[config.mk]
export PLATFORM = sky130hd
export DESIGN_NAME = pe_row_ctrl_flat
export DESIGN_NICKNAME = d
export VERILOG_FILES = /design/src/rtl/pe_row_ctrl_if.sv /design/src/rtl/pe_row_ctrl.sv /design/src/flat_wrapper.sv
export SDC_FILE = /design/constraint.sdc
export NUM_CORES = 1
export LEC_CHECK = 0
export CORE_ASPECT_RATIO = 0.75
export CORE_MARGIN = 2
export CORE_UTILIZATION = 30
export DETAILED_ROUTE_END_ITERATION = 6
export GPL_ROUTABILITY_DRIVEN = 0
export PLACE_DENSITY = 0.49
export SYNTH_ARGS = -nofsm -noshare
export SYNTH_HDL_FRONTEND = slang
export SYNTH_SLANG_ARGS = --single-unit
[constraint.sdc]
create_clock -name clk -period 4.61 [get_ports clk]
set_input_delay 1.1525 -clock clk [delete_from_list [all_inputs] [get_ports clk]]
set_output_delay 1.1525 -clock clk [all_outputs]
set_load 0.01 [all_outputs]
[src/rtl/pe_row_ctrl_if.sv]
// Host-side bundle of the PE row controller: row request (start/row_len/
// kernel_in/bias_in), ifmap sample stream, result stream and status.
//
// Handshake: a sample moves from master to slave on a rising clock edge where
// in_valid and in_ready are both 1. in_data must be stable whenever in_valid
// is 1. The result stream (out_valid/out_data) has no ready: the receiver must
// take every out_valid cycle.
//
// Modports:
//   master - row source / result sink (testbench or upstream logic)
//   slave  - the controller
interface pe_row_ctrl_if #(
  parameter int TAPS    = 3,
  parameter int MAX_ROW = 64
);
  localparam int LW = $clog2(MAX_ROW + 1);

  logic                   start;
  logic [LW-1:0]          row_len;
  logic [TAPS-1:0][7:0]   kernel_in;   // element i is a signed 8-bit weight
  logic signed [31:0]     bias_in;
  logic                   in_valid;
  logic                   in_ready;
  logic signed [7:0]      in_data;
  logic                   out_valid;
  logic signed [31:0]     out_data;
  logic                   busy;
  logic                   done;
  logic                   err;

  modport master (
    output start, row_len, kernel_in, bias_in, in_valid, in_data,
    input  in_ready, out_valid, out_data, busy, done, err
  );

  modport slave (
    input  start, row_len, kernel_in, bias_in, in_valid, in_data,
    output in_ready, out_valid, out_data, busy, done, err
  );
endinterface

[src/rtl/pe_row_ctrl.sv]
// Row controller for a 1-D convolution PE. For each accepted row it clears the
// PE, loads the kernel, buffers row_len ifmap samples, replays them to the PE
// back-to-back, and forwards one PE result per complete window.
//
// Ports:
//   clk, rst         - clock, asynchronous active-high reset
//   host             - pe_row_ctrl_if.slave (request, sample stream, results)
//   pe_rst           - PE clear strobe (one cycle, CLEAR state)
//   pe_write_kernel  - PE kernel load strobe (one cycle, KLOAD state)
//   pe_weights       - registered kernel to the PE
//   pe_ifmap         - registered sample to the PE, 0 outside STREAM
//   pe_psum          - registered bias to the PE
//   pe_sum           - PE output sum, PE_LATENCY cycles after its sample
//   dbg_state        - current FSM state encoding
module pe_row_ctrl #(
  parameter int TAPS       = 3,
  parameter int MAX_ROW    = 64,
  parameter int PE_LATENCY = 5
) (
  input  logic                 clk,
  input  logic                 rst,
  pe_row_ctrl_if.slave         host,
  output logic                 pe_rst,
  output logic                 pe_write_kernel,
  output logic [TAPS-1:0][7:0] pe_weights,
  output logic signed [7:0]    pe_ifmap,
  output logic signed [31:0]   pe_psum,
  input  logic signed [31:0]   pe_sum,
  output logic [2:0]           dbg_state
);
  localparam int LW = $clog2(MAX_ROW + 1);
  localparam int AW = $clog2(MAX_ROW);
  localparam int DW = $clog2(PE_LATENCY + 1);
  // One counter serves the FILL/STREAM sample index and the DRAIN countdown.
  localparam int CW = (LW > DW) ? LW : DW;
  localparam logic [LW-1:0] TAPS_L     = LW'(TAPS);
  localparam logic [LW-1:0] MAX_L      = LW'(MAX_ROW);
  localparam logic [CW-1:0] FIRST_WIN  = CW'(TAPS - 1);
  localparam logic [CW-1:0] DRAIN_LAST = CW'(PE_LATENCY);

  typedef enum logic [2:0] {IDLE, CLEAR, KLOAD, FILL, STREAM, DRAIN} state_t;

  state_t             state, state_n;
  logic [CW-1:0]      idx, idx_n;
  logic [LW-1:0]      len_q;
  logic [CW-1:0]      last_idx;
  logic               start_ok, start_bad, fill_fire;
  logic signed [7:0]  rd_sample;
  logic               win_in, last_in;
  // Per-sample tags travelling alongside the PE pipeline; stage k lines up
  // with the sample driven k cycles earlier.
  logic [PE_LATENCY:0] win_dl, last_dl;
  logic                out_valid_q, done_q, err_q;
  logic signed [31:0]  out_data_q;
  logic signed [7:0]   row_buf [MAX_ROW];

  assign last_idx = CW'(len_q) - CW'(1);

  always_comb begin
    state_n   = state;
    idx_n     = idx;
    start_ok  = 1'b0;
    start_bad = 1'b0;
    fill_fire = 1'b0;
    case (state)
      IDLE: begin
        if (host.start) begin
          if (host.row_len >= TAPS_L && host.row_len <= MAX_L) begin
            start_ok = 1'b1;
            state_n  = CLEAR;
          end else begin
            start_bad = 1'b1;
          end
        end
      end
      CLEAR: state_n = KLOAD;
      KLOAD: begin
        state_n = FILL;
        idx_n   = '0;
      end
      FILL: begin
        if (host.in_valid) begin
          fill_fire = 1'b1;
          if (idx == last_idx) begin
            state_n = STREAM;
            idx_n   = '0;
          end else begin
            idx_n = idx + CW'(1);
          end
        end
      end
      STREAM: begin
        if (idx == last_idx) begin
          state_n = DRAIN;
          idx_n   = '0;
        end else begin
          idx_n = idx + CW'(1);
        end
      end
      DRAIN: begin
        if (idx == DRAIN_LAST) begin
          state_n = IDLE;
          idx_n   = '0;
        end else begin
          idx_n = idx + CW'(1);
        end
      end
      default: state_n = IDLE;
    endcase
  end

  // The first STREAM sample is loaded on the same edge as the last FILL
  // write; for a one-sample row that write is buffer[0], so forward it.
  always_comb begin
    rd_sample = '0;
    if (state == FILL && idx == '0) rd_sample = host.in_data;
    else                            rd_sample = row_buf[idx_n[AW-1:0]];
    win_in  = (state_n == STREAM) && (idx_n >= FIRST_WIN);
    last_in = (state_n == STREAM) && (idx_n == last_idx);
  end

  always_ff @(posedge clk) begin
    if (fill_fire) row_buf[idx[AW-1:0]] <= host.in_data;
  end

  always_ff @(posedge clk or posedge rst) begin
    if (rst) begin
      state       <= IDLE;
      idx         <= '0;
      len_q       <= '0;
      pe_weights  <= '0;
      pe_psum     <= '0;
      pe_ifmap    <= '0;
      win_dl      <= '0;
      last_dl     <= '0;
      out_valid_q <= 1'b0;
      out_data_q  <= '0;
      done_q      <= 1'b0;
      err_q       <= 1'b0;
    end else begin
      state <= state_n;
      idx   <= idx_n;
      err_q <= start_bad;
      if (start_ok) begin
        len_q      <= host.row_len;
        pe_weights <= host.kernel_in;
        pe_psum    <= host.bias_in;
      end else if (state_n == IDLE) begin
        pe_psum <= '0;
      end
      pe_ifmap    <= (state_n == STREAM) ? rd_sample : '0;
      win_dl      <= {win_dl[PE_LATENCY-1:0], win_in};
      last_dl     <= {last_dl[PE_LATENCY-1:0], last_in};
      out_valid_q <= win_dl[PE_LATENCY];
      done_q      <= win_dl[PE_LATENCY] & last_dl[PE_LATENCY];
      if (win_dl[PE_LATENCY]) out_data_q <= pe_sum;
    end
  end

  assign pe_rst          = (state == CLEAR);
  assign pe_write_kernel = (state == KLOAD);
  assign host.in_ready   = (state == FILL);
  assign host.busy       = (state != IDLE);
  assign host.out_valid  = out_valid_q;
  assign host.out_data   = out_data_q;
  assign host.done       = done_q;
  assign host.err        = err_q;
  assign dbg_state       = state;
endmodule

[src/flat_wrapper.sv]
// flat-port wrapper written by rule: the top's interface ports become plain ports
module pe_row_ctrl_flat 
#(
  parameter int TAPS       = 3,
  parameter int MAX_ROW    = 64,
  parameter int PE_LATENCY = 5
)
  (clk, rst, pe_rst, pe_write_kernel, pe_weights, pe_ifmap, pe_psum, pe_sum, dbg_state, host_start, host_row_len, host_kernel_in, host_bias_in, host_in_valid, host_in_data, host_in_ready, host_out_valid, host_out_data, host_busy, host_done, host_err);
  pe_row_ctrl_if #(.TAPS(TAPS), .MAX_ROW(MAX_ROW)) host_i ();
  input  logic clk;
  input  logic rst;
  output logic pe_rst;
  output logic pe_write_kernel;
  output logic [TAPS-1:0][7:0] pe_weights;
  output logic signed [7:0] pe_ifmap;
  output logic signed [31:0] pe_psum;
  input  logic signed [31:0] pe_sum;
  output logic [2:0] dbg_state;
  input wire logic [$bits(host_i.start)-1:0] host_start;
  input wire logic [$bits(host_i.row_len)-1:0] host_row_len;
  input wire logic [$bits(host_i.kernel_in)-1:0] host_kernel_in;
  input wire logic [$bits(host_i.bias_in)-1:0] host_bias_in;
  input wire logic [$bits(host_i.in_valid)-1:0] host_in_valid;
  input wire logic [$bits(host_i.in_data)-1:0] host_in_data;
  output wire logic [$bits(host_i.in_ready)-1:0] host_in_ready;
  output wire logic [$bits(host_i.out_valid)-1:0] host_out_valid;
  output wire logic [$bits(host_i.out_data)-1:0] host_out_data;
  output wire logic [$bits(host_i.busy)-1:0] host_busy;
  output wire logic [$bits(host_i.done)-1:0] host_done;
  output wire logic [$bits(host_i.err)-1:0] host_err;
  assign host_i.start = host_start;
  assign host_i.row_len = host_row_len;
  assign host_i.kernel_in = host_kernel_in;
  assign host_i.bias_in = host_bias_in;
  assign host_i.in_valid = host_in_valid;
  assign host_i.in_data = host_in_data;
  assign host_in_ready = host_i.in_ready;
  assign host_out_valid = host_i.out_valid;
  assign host_out_data = host_i.out_data;
  assign host_busy = host_i.busy;
  assign host_done = host_i.done;
  assign host_err = host_i.err;
  pe_row_ctrl #(.TAPS(TAPS), .MAX_ROW(MAX_ROW), .PE_LATENCY(PE_LATENCY)) u_core (.clk(clk), .rst(rst), .host(host_i), .pe_rst(pe_rst), .pe_write_kernel(pe_write_kernel), .pe_weights(pe_weights), .pe_ifmap(pe_ifmap), .pe_psum(pe_psum), .pe_sum(pe_sum), .dbg_state(dbg_state));
endmodule
==> reports/results.txt, run 1 <==
Cells after synthesis: 1879
Ys Warns: 0
CTS clock-pin slew for the worst setup and hold paths: 0.06 ns
Worst setup path end: u_core.pe_ifmap[5]
Psw: 8080 uW
Iter 0 DRT Violations: 1616
Number of flops mapped to enable cells by yosys: 512
Critical path fanouts, max: 61
RSZ-0062 raised after global routing: no
Post CTS Setup Buffer Count: 0
1st-pass router iterations: 7
R2r setup slk: 0.51 ns
Violated checks: design-rule violations
# IOs: 213
Worst-margin pin slew: 1.20 ns
Vias per inst: 5.04
Reg2reg path depth: 13
Worst path required time: 5.14 ns
CTS tree: done
Area of placed instances: 0.0301 sq mm
Period minus WS final: 4.12 ns
Initial Util: 30.2%
Syn nets: 1991
Finished Cell Area: 0.0322 sq mm
Post-Syn Area: 0.0259 sq mm
Num rows: 93
Die Y: 258 microns
Pint: 12800 uW
Input/output buffers: 212
Cts hold-fix bufs: 0
Count of cell types in the netlist: 81
Initial antenna violation count: 6
Total gr overflow: 0
DRC: 4
Max_slew headroom: 20.2%
Tot Pwr: 20900 uW
N_diodes: 0
Combinational Power Share: 42.4%
Final Hold Vio Count: 0
First-pass GRT wire length: 114 mm
Die area: 0.0887 sq mm
Worst clock skew: 0.0302 ns
Post-synth top flop: edfxtp_1
Switching part of the total: 38.6%
Post-DP HPWL: 51.0 mm
Period utilization: 89.3%
Crit path max-delay family: buffers and inverters
Crit path launch type: primary input
Vias in the first global route: 17150
Share of layout cells above drive strength 1: 14.9%
Max Clock Freq: 0.243 GHz
Beginning of the critical path: host_in_valid
Seq cells post-synth: 640
Vias: 16987
Critical-path top delay cell: clkdlybuf4s50_1
Ys async rst share: 20.0%
Worst Path Arrival: 4.65 ns
Fin nets: 2295
Latest clock arrival within the worst-skew pair: 0.62 ns
Drt wl/cell: 22.8 microns
Final ANT Viol Nets: 0
Pin count of the biggest net entering global routing: 82
Clk sinks: 640
Crit path buffers/inverters: 4
MaxCap Viol Count: 0
Critical R2R Launch: u_core.dbg_state[2]
CTS Root Cell: clkbuf_16
Routed wire length: 76.8 mm
Setup Viol. Count Final: 0
CP Class: primary input to register
Leakage power: 0.0114 uW
H-Tree Depth: 3
Crit end category: register
Slowest cell delay on critical path: 0.53 ns
Cells along the critical path: clkdlybuf4s50_1 > nand4bb_1 > and2_1 > o211ai_1 > o31ai_4 > inv_8 > buf_12 > buf_12 > nand2_1 > a32oi_1 > nand3_1 > and4_1 > nor3_1
Final Max Tran Viols: 0
Hold Path Class: register to register
Reg power frac: 32.6%
Register area share after synthesis: 71.7%
Total CTS buffers: 66
Clock power frac: 25.0%
VDD IR-drop max: 0.663 mV
CTS resizes: 0
Pwr dens: 650 mW/mm^2
Run status: finished, violations left
RR Endpoint: u_core.pe_ifmap[5]
Die X-Extent: 343 microns
Stages on worst setup path: 13
Cell mode on critical path: buf_12
Clock Path Buffers: 3
GRT Resource Usage Total: 17.3%
Mean post-synth cell area: 13.8 sq um
Dpl cells: 3255
Area growth from synthesis to layout: 24.3%
Finished Layout Cells: 3371
Area of the core: 0.0856 sq mm
-- registers in the layout (all words and copies together) (netlist names), 7 cells and up --
name                  flops
u_core.pe_psum           32
u_core.pe_weights        24
u_core.pe_ifmap           8
u_core.row_buf          512
u_core.host.out_data     32
u_core.len_q              7
u_core.idx                7
-- power by group through the flow --
| stage | Clock (uW) | Combinational (uW) | Sequential (uW) |
|---|---|---|---|
| finish | 5230 | 8870 | 6830 |
| floorplan | 0 | 4820 | 7000 |
| global route | 5590 | 9550 | 6870 |
| detailed placement | 0 | 8820 | 6950 |
| global placement | 0 | 8830 | 6940 |
| CTS | 5360 | 8850 | 6830 |
-- per-layer routing --
metal / wire length (microns) / part of all wire, % / vias up / global-route usage [%]
li1: - / - / 7660 / -
met1: 35500 / 46 / 8639 / 25.4
met2: 34000 / 44 / 594 / 25.6
met3: 5820 / 7.6 / 92 / 4.39
met4: 1460 / 1.9 / 2 / 4.12
met5: 7 / 0.0091 / - / 0
-- worst register-to-register path, stage by stage, from the launching register on --
cell	delay, ns
dfrtp_1	0.54
ha_1	0.78
nor2b_1	0.25
o211ai_1	0.14
o211ai_1	0.19
o31ai_4	0.20
inv_8	0.28
buf_12	0.32
buf_12	0.36
nand2_1	0.07
a32oi_1	0.27
nand3_1	0.21
and4_1	0.24
nor3_1	0.17
-- Yosys cell counts (23+ instances only) --
master    number  area share, %
edfxtp_1     512             59
nand2_1      372            5.4
dfrtp_1      128             12
nand3_1      123            2.4
nor2_1        94            1.4
mux2_2        76            3.3
mux2i_1       74            2.9
clkbuf_1      59           0.85
a32oi_1       48            1.6
buf_2         38           0.73
nand4_1       38           0.92
a31oi_1       35           0.85
a22o_1        33            1.1
nor3_1        25           0.48
o21ai_0       23           0.44
-- layout by cell type, fill, tap and decap left out, types with 69 or more instances in the layout --
cell type        count
edfxtp_1           512
nand2_1            371
clkdlybuf4s50_1    204
dfrtp_1            128
buf_4              126
nand3_1            123
nor2_1              92
mux2_2              76
mux2i_1             74
clkbuf_16           69
-- kinds of logic after synthesis --
kind of cell | Yosys count | share of synthesized area (%)
and+or+nand+nor | 710 | 12.2
muxes | 152 | 6.25
DFF | 640 | 71.7
xor gates and xnor gates | 18 | 0.662
buffers and inverters | 129 | 2.31
adders and majority gates | 5 | 0.242
AOI/OAI and AO/OA | 225 | 6.57
-- worst min path at each step --
stage / startpoint / endpoint / slack (ns) / cells after the start
global placement: u_core.last_dl[3] / u_core.last_dl[4] / 0.33 / 0
CTS: u_core.win_dl[2] / u_core.win_dl[3] / 0.35 / 0
global route: u_core.win_dl[3] / u_core.win_dl[4] / 0.35 / 0
detailed placement: u_core.last_dl[2] / u_core.last_dl[3] / 0.33 / 0
finish: u_core.win_dl[2] / u_core.win_dl[3] / 0.35 / 0
floorplan: u_core.last_dl[0] / u_core.last_dl[1] / 0.33 / 0
-- area by class of cell --
cell class	count	area [sq um]
well taps	1140	1430
fillers	8221	53500
repair buffers	351	3290
multi-input cells	1110	6760
inverters	14	65.1
flip-flops and latches	640	18600
clock inverters	21	220
clock buffers	95	1850
-- metrics by stage --
step | setup TNS [ns] | hold WS [ns] | setup WS, ns | util [%]
global route | 0 | 0.348 | 0.229 | 37.6
floorplan | 0 | 0.331 | 0.0449 | -
CTS | 0 | 0.348 | 0.529 | 37.6
finish | 0 | 0.347 | 0.493 | 37.6
detailed placement | -0.109 | 0.335 | -0.0813 | 35.2
global placement | -0.0671 | 0.335 | -0.0671 | 35.2
No activity file was read; power rests on OpenSTA's default activity.
==> run 2: changes to the inputs <==
HOLD_SLACK_MARGIN = 0.05   (was default)
TNS_END_PERCENT = 100   (was default)
==> results of run 2 <==
The final DEF is identical to that of run 1; final timing and power are the same.
==> RTL change 1, RTL diff (flow settings as in run 1) <==
`TAPS` is set to 3 in 3 places; all go to 6.
--- a/src/rtl/pe_row_ctrl_if.sv
+++ b/src/rtl/pe_row_ctrl_if.sv
@@ -10,7 +10,7 @@
 //   master - row source / result sink (testbench or upstream logic)
 //   slave  - the controller
 interface pe_row_ctrl_if #(
-  parameter int TAPS    = 3,
+  parameter int TAPS    = 6,
   parameter int MAX_ROW = 64
 );
   localparam int LW = $clog2(MAX_ROW + 1);
--- a/src/rtl/pe_row_ctrl.sv
+++ b/src/rtl/pe_row_ctrl.sv
@@ -13,7 +13,7 @@
 //   pe_sum           - PE output sum, PE_LATENCY cycles after its sample
 //   dbg_state        - current FSM state encoding
 module pe_row_ctrl #(
-  parameter int TAPS       = 3,
+  parameter int TAPS       = 6,
   parameter int MAX_ROW    = 64,
   parameter int PE_LATENCY = 5
 ) (
--- a/src/flat_wrapper.sv
+++ b/src/flat_wrapper.sv
@@ -1,7 +1,7 @@
 // flat-port wrapper written by rule: the top's interface ports become plain ports
 module pe_row_ctrl_flat 
 #(
-  parameter int TAPS       = 3,
+  parameter int TAPS       = 6,
   parameter int MAX_ROW    = 64,
   parameter int PE_LATENCY = 5
 )
Ports: changed (resized host_kernel_in and pe_weights); port bits go from 213 to 261. The function was not compared with the original's and may differ.
==> RTL change 1 against run 1 <==
Area after synthesis increased by 3.7%. Synthesized cell count increased by 7.6%. Register-to-register slack got worse by 0.23 ns. Worst setup slack got worse by 0.21 ns. Maximum frequency decreased by 4.9%. Power increased by 14%. Sequential cell count increased by 24. Cell area increased by 3.9%. Routed wire length increased by 8.1%. Count of clock-buffer cells in the layout increased by 2. Non-clock buffer count unchanged. Critical path type is now register to register. Largest power group unchanged.
==> RTL change 1: results (changes against run 1) <==
[drt]
drt_iter0_drc = 1858  ; was 1616
drt-wirelength-per-cell_um = 23.4  ; was 22.8 µm
num_vias = 18000  ; was 17000
routed_wirelength_um = 83000  ; was 76800 µm
firstDrtPassIters = 5  ; was 7

[yosys]
muxShareOfSynthArea_pct = 4.27  ; was 6.25%
synth_fa_ha_area_share_pct = 0.233  ; was 0.242%
avgSynthCellArea_um2 = 13.3  ; was 13.8 µm²
synth-xor-area-share_pct = 0.759  ; was 0.662%
syn-num-nets = 2157  ; was 1991
synth_common_cells = 512 x edfxtp_1, 508 x nand2_1, 152 x dfrtp_1, 125 x nand3_1, 93 x nor2_1  ; was 512 x edfxtp_1, 372 x nand2_1, 128 x dfrtp_1, 123 x nand3_1, 94 x nor2_1
yosysSeqAreaShare_pct = 71.4  ; was 71.7%
yosysUniqueCellTypes = 70  ; was 81
synth_area_leaders = edfxtp_1 57%, dfrtp_1 14%, nand2_1 7.1%  ; was edfxtp_1 59%, dfrtp_1 12%, nand2_1 5.4%
synth-compound-area-share_pct = 7.82  ; was 6.57%

[timing]
skew_ns = 0.0302  ; about the same
finalCriticalPeriod_ns = 4.33  ; was 4.12 ns
worst_pin_slew_ns = 1.04  ; was 1.20 ns

[clocking]
root_buffer = clkbuf_16  ; unchanged
cts_setup_buffers = 0  ; unchanged
cts_buffers = 70  ; was 66

[global_route]
grt_max_degree = 105  ; was 82
antenna_found_initial = 2  ; was 6
grt_pass1_wl_um = 122000  ; was 114000 µm
grtUsageTotal_pct = 17.8  ; was 17.3%

[final_layout]
final_nets = 2457  ; was 2295
layout-drive-gt1-share_pct = 12.0  ; was 14.9%
nFillCells = 8490  ; was 8221
largest_reg_flops = 512  ; unchanged

[placement]
placed_area_mm2 = 0.0311  ; was 0.0301 mm²
io_buffers = 260  ; was 212
dp.cells = 3413  ; was 3255
preCtsSetupSlack_ns = -0.0866  ; was -0.0813 ns
hpwl_um = 54700  ; was 51000 µm

[power]
peakVddDrop_uv = 722  ; was 663 µV
p_leak_uw = 0.0122  ; was 0.0114 µW

[setup_path]
cp_top_family = compound AO/OA/AOI/OAI gates  ; was buffers and inverters
cp_data_arrival_time_ns = 4.84  ; was 4.65 ns
cpPeakStageDelay_ns = 0.65  ; was 0.53 ns
r2r_slack_ns = 0.28  ; was 0.51 ns
cp_slowest_cell = a31oi_1  ; was clkdlybuf4s50_1
critPathMaxFanout = 22  ; was 61

[run_status]
status = finished clean  ; was finished, violations left

[RTL change 1: metal layers]
layer	part of all wire [%]	GRT usage [%]
met1	48	26.8
met2	42	25.9
met3	8.5	4.31
met4	1.5	3.49
met5	0	0
[RTL change 1: layout make-up]
class                      count  area [µm²]  share of cell area [%]
timing repair buffer         351        3400                    10.2
inverter                      15        70.1                   0.209
tap                         1164        1460                    4.35
multi-input combinational   1219        7000                    20.9
clock buffer                  97        2000                    5.97
sequential                   664       19200                    57.3
clock inverter                30         344                    1.03
antenna                        2        5.00                  0.0150
[RTL change 1: logic make-up (layout without fill, tap and decap cells)]
kind of cell / after synthesis / after routing
AND/OR/NAND/NOR: 814 / 814
adder cells (fa/ha/maj): 5 / 5
buffers and inverters: 138 / 493
multiplexers: 83 / 83
XOR/XNOR: 20 / 20
flip-flops: 664 / 664
AO/OA/AOI/OAI: 297 / 297
other: 0 / 2
[RTL change 1: power breakdown]
| group | leakage (µW) | internal [µW] | switching (µW) |
|---|---|---|---|
| Sequential | 0.00668 | 6970 | 288 |
| Clock | 0.00115 | 3430 | 2370 |
| Combinational | 0.00441 | 3940 | 6950 |
[RTL change 1: stage by stage]
stage,total power (µW),hold WS (ns),setup TNS (ns),util [%]
final,23900,0.345,0,37.5
after global routing,25200,0.352,0,37.5
after CTS,24100,0.348,0,37.5
after detailed placement,18200,0.336,-0.0866,34.9
after global placement,18200,0.334,-0.0598,34.9
after floorplan,13100,0.331,0,-
[RTL change 1: worst paths after layout]
kind,from,cells past startpoint,endpoint
max in group asynchronous,rst,3,u_core.host.out_data[13]
setup / recovery,u_core.idx[1],15,u_core.pe_ifmap[5]
setup reg to reg,u_core.idx[1],15,u_core.pe_ifmap[5]
hold / removal,u_core.last_dl[2],0,u_core.last_dl[3]
min in group asynchronous,rst,2,u_core.last_dl[5]
hold reg to reg,u_core.last_dl[2],0,u_core.last_dl[3]
==> RTL change 2, RTL diff (settings of run 1) <==
Without the edit above. Put one more register stage on the output `dbg_state`, with the module's reset. The value now appears one clock later. The other outputs are not delayed to match.
--- a/src/rtl/pe_row_ctrl.sv
+++ b/src/rtl/pe_row_ctrl.sv
@@ -165,6 +165,12 @@
   assign host.out_data   = out_data_q;
   assign host.done       = done_q;
   assign host.err        = err_q;
-  assign dbg_state       = state;
+  always_ff @(posedge clk or posedge rst) begin
+    if (rst) begin
+      dbg_state <= '0;
+    end else begin
+      dbg_state <= state;
+    end
+  end
 endmodule
 
Function: changed (Yosys sat finds a counterexample within 4 cycles, from zero or initial values and one cycle with rst high).
==> RTL change 2 against run 1 <==
Largest power group unchanged. Worst setup slack got worse by 0.17 ns. Count of clock-buffer cells in the layout decreased by 5. Area after synthesis increased by 1.4%. Cell count increased by 1.2%. Largest cell class unchanged. Maximum frequency decreased by 4.0%. Power decreased by 3.9%. Sequential power about the same. First-iteration DRC count increased by 32%. Cell area increased by 1.6%. Sequential cell count increased by 3. Routed wire length increased by 9.3%. Synthesized cell count increased by 3.5%. Register-to-register slack got worse by 0.19 ns.
==> RTL change 2: results (changes against run 1) <==
[hold_path]
min_to = u_core.win_dl[2]  ; was u_core.win_dl[3]
min_from = u_core.win_dl[1]  ; was u_core.win_dl[2]

[run_status]
status = finished clean  ; was finished, violations left

[clocking]
cts_buffers = 69  ; was 66

[power]
peakVddDrop_uv = 447  ; was 663 µV

[setup_path]
cp-startpoint = u_core.len_q[0]  ; was host_in_valid
r2r_slack_ns = 0.32  ; was 0.51 ns
cpPeakStageDelay_ns = 0.60  ; was 0.53 ns
cp_data_arrival_time_ns = 4.82  ; was 4.65 ns
cp_top_family = simple AND/OR/NAND/NOR gates  ; was buffers and inverters

[final_layout]
layout-drive-gt1-share_pct = 14.5  ; was 14.9%

[yosys]
async_flop_share_pct = 20.4  ; was 20.0%
synth_common_cells = 512 x edfxtp_1, 244 x nand3_1, 191 x nand2_1, 131 x dfrtp_1, 125 x o21ai_0  ; was 512 x edfxtp_1, 372 x nand2_1, 128 x dfrtp_1, 123 x nand3_1, 94 x nor2_1

[drt]
firstDrtPassIters = 6  ; was 7
wl_met3_um = 7630  ; was 5820 µm
top_layer_used = met4  ; was met5
met2_length_um = 34800  ; was 34000 µm
drt-wirelength-per-cell_um = 24.6  ; was 22.8 µm
met1_length_um = 39700  ; was 35500 µm

[global_route]
use_met1_pct = 28.3  ; was 25.4%
grt_max_degree = 88  ; was 82
grt_pass1_wl_um = 124000  ; was 114000 µm
met3_usage_pct = 3.89  ; was 4.39%
grtUsageTotal_pct = 18.4  ; was 17.3%

[timing]
worst_slack_ns = 0.320  ; was 0.493 ns

-- RTL change 2: cell count changes after synthesis, moves of 17 or more --
cell,before,now
nor3_1,25,7
nand3_1,123,244
and3_1,8,25
a31oi_1,35,14
a41oi_1,1,26
nand2_1,372,191
a2111oi_0,0,21
mux2i_1,74,35
nand4_1,38,82
clkbuf_1,59,92
o21ai_0,23,125
-- RTL change 2: kinds of logic (layout without fill, tap and decap cells) --
family / after synthesis / in the layout / synth area share, %
multiplexers: 96 / 96 / 3.95
buffers and inverters: 159 / 485 / 2.58
adder cells (fa/ha/maj): 5 / 5 / 0.238
AND/OR/NAND/NOR: 695 / 695 / 13.0
XOR/XNOR: 28 / 28 / 0.933
flip-flops: 643 / 643 / 71.0
AO/OA/AOI/OAI: 318 / 318 / 8.37
-- RTL change 2: through the flow --
| stage | hold slack [ns] | total power, µW | area, µm² | std cells |
|---|---|---|---|---|
| after global placement | 0.336 | 14700 | 30500 | 3286 |
| final | 0.350 | 20100 | 32700 | 3410 |
| after detailed placement | 0.339 | 14700 | 30500 | 3286 |
| after CTS | 0.353 | 20200 | 32700 | 3410 |
| after global routing | 0.357 | 21100 | 32700 | 3410 |
| after floorplan | 0.331 | 11200 | 26300 | 1944 |
-- RTL change 2: area by class of cell --
type	instances	area (µm²)	share of cell area (%)
Multi-Input combinational cell	1142	7020	21.5
Inverter	15	62.6	0.191
Clock inverter	34	295	0.903
Sequential cell	643	18700	57.1
Clock buffer	90	1890	5.78
Timing Repair Buffer	346	3350	10.2
Tap cell	1140	1430	4.36
-- RTL change 2: power breakdown --
part	leakage (µW)	total [µW]	internal, µW	switching [µW]
clock	0.00107	5440	3120	2310
combinational	0.00404	7830	2910	4920
sequential	0.00638	6840	6620	221
total	0.0115	20100	12700	7450
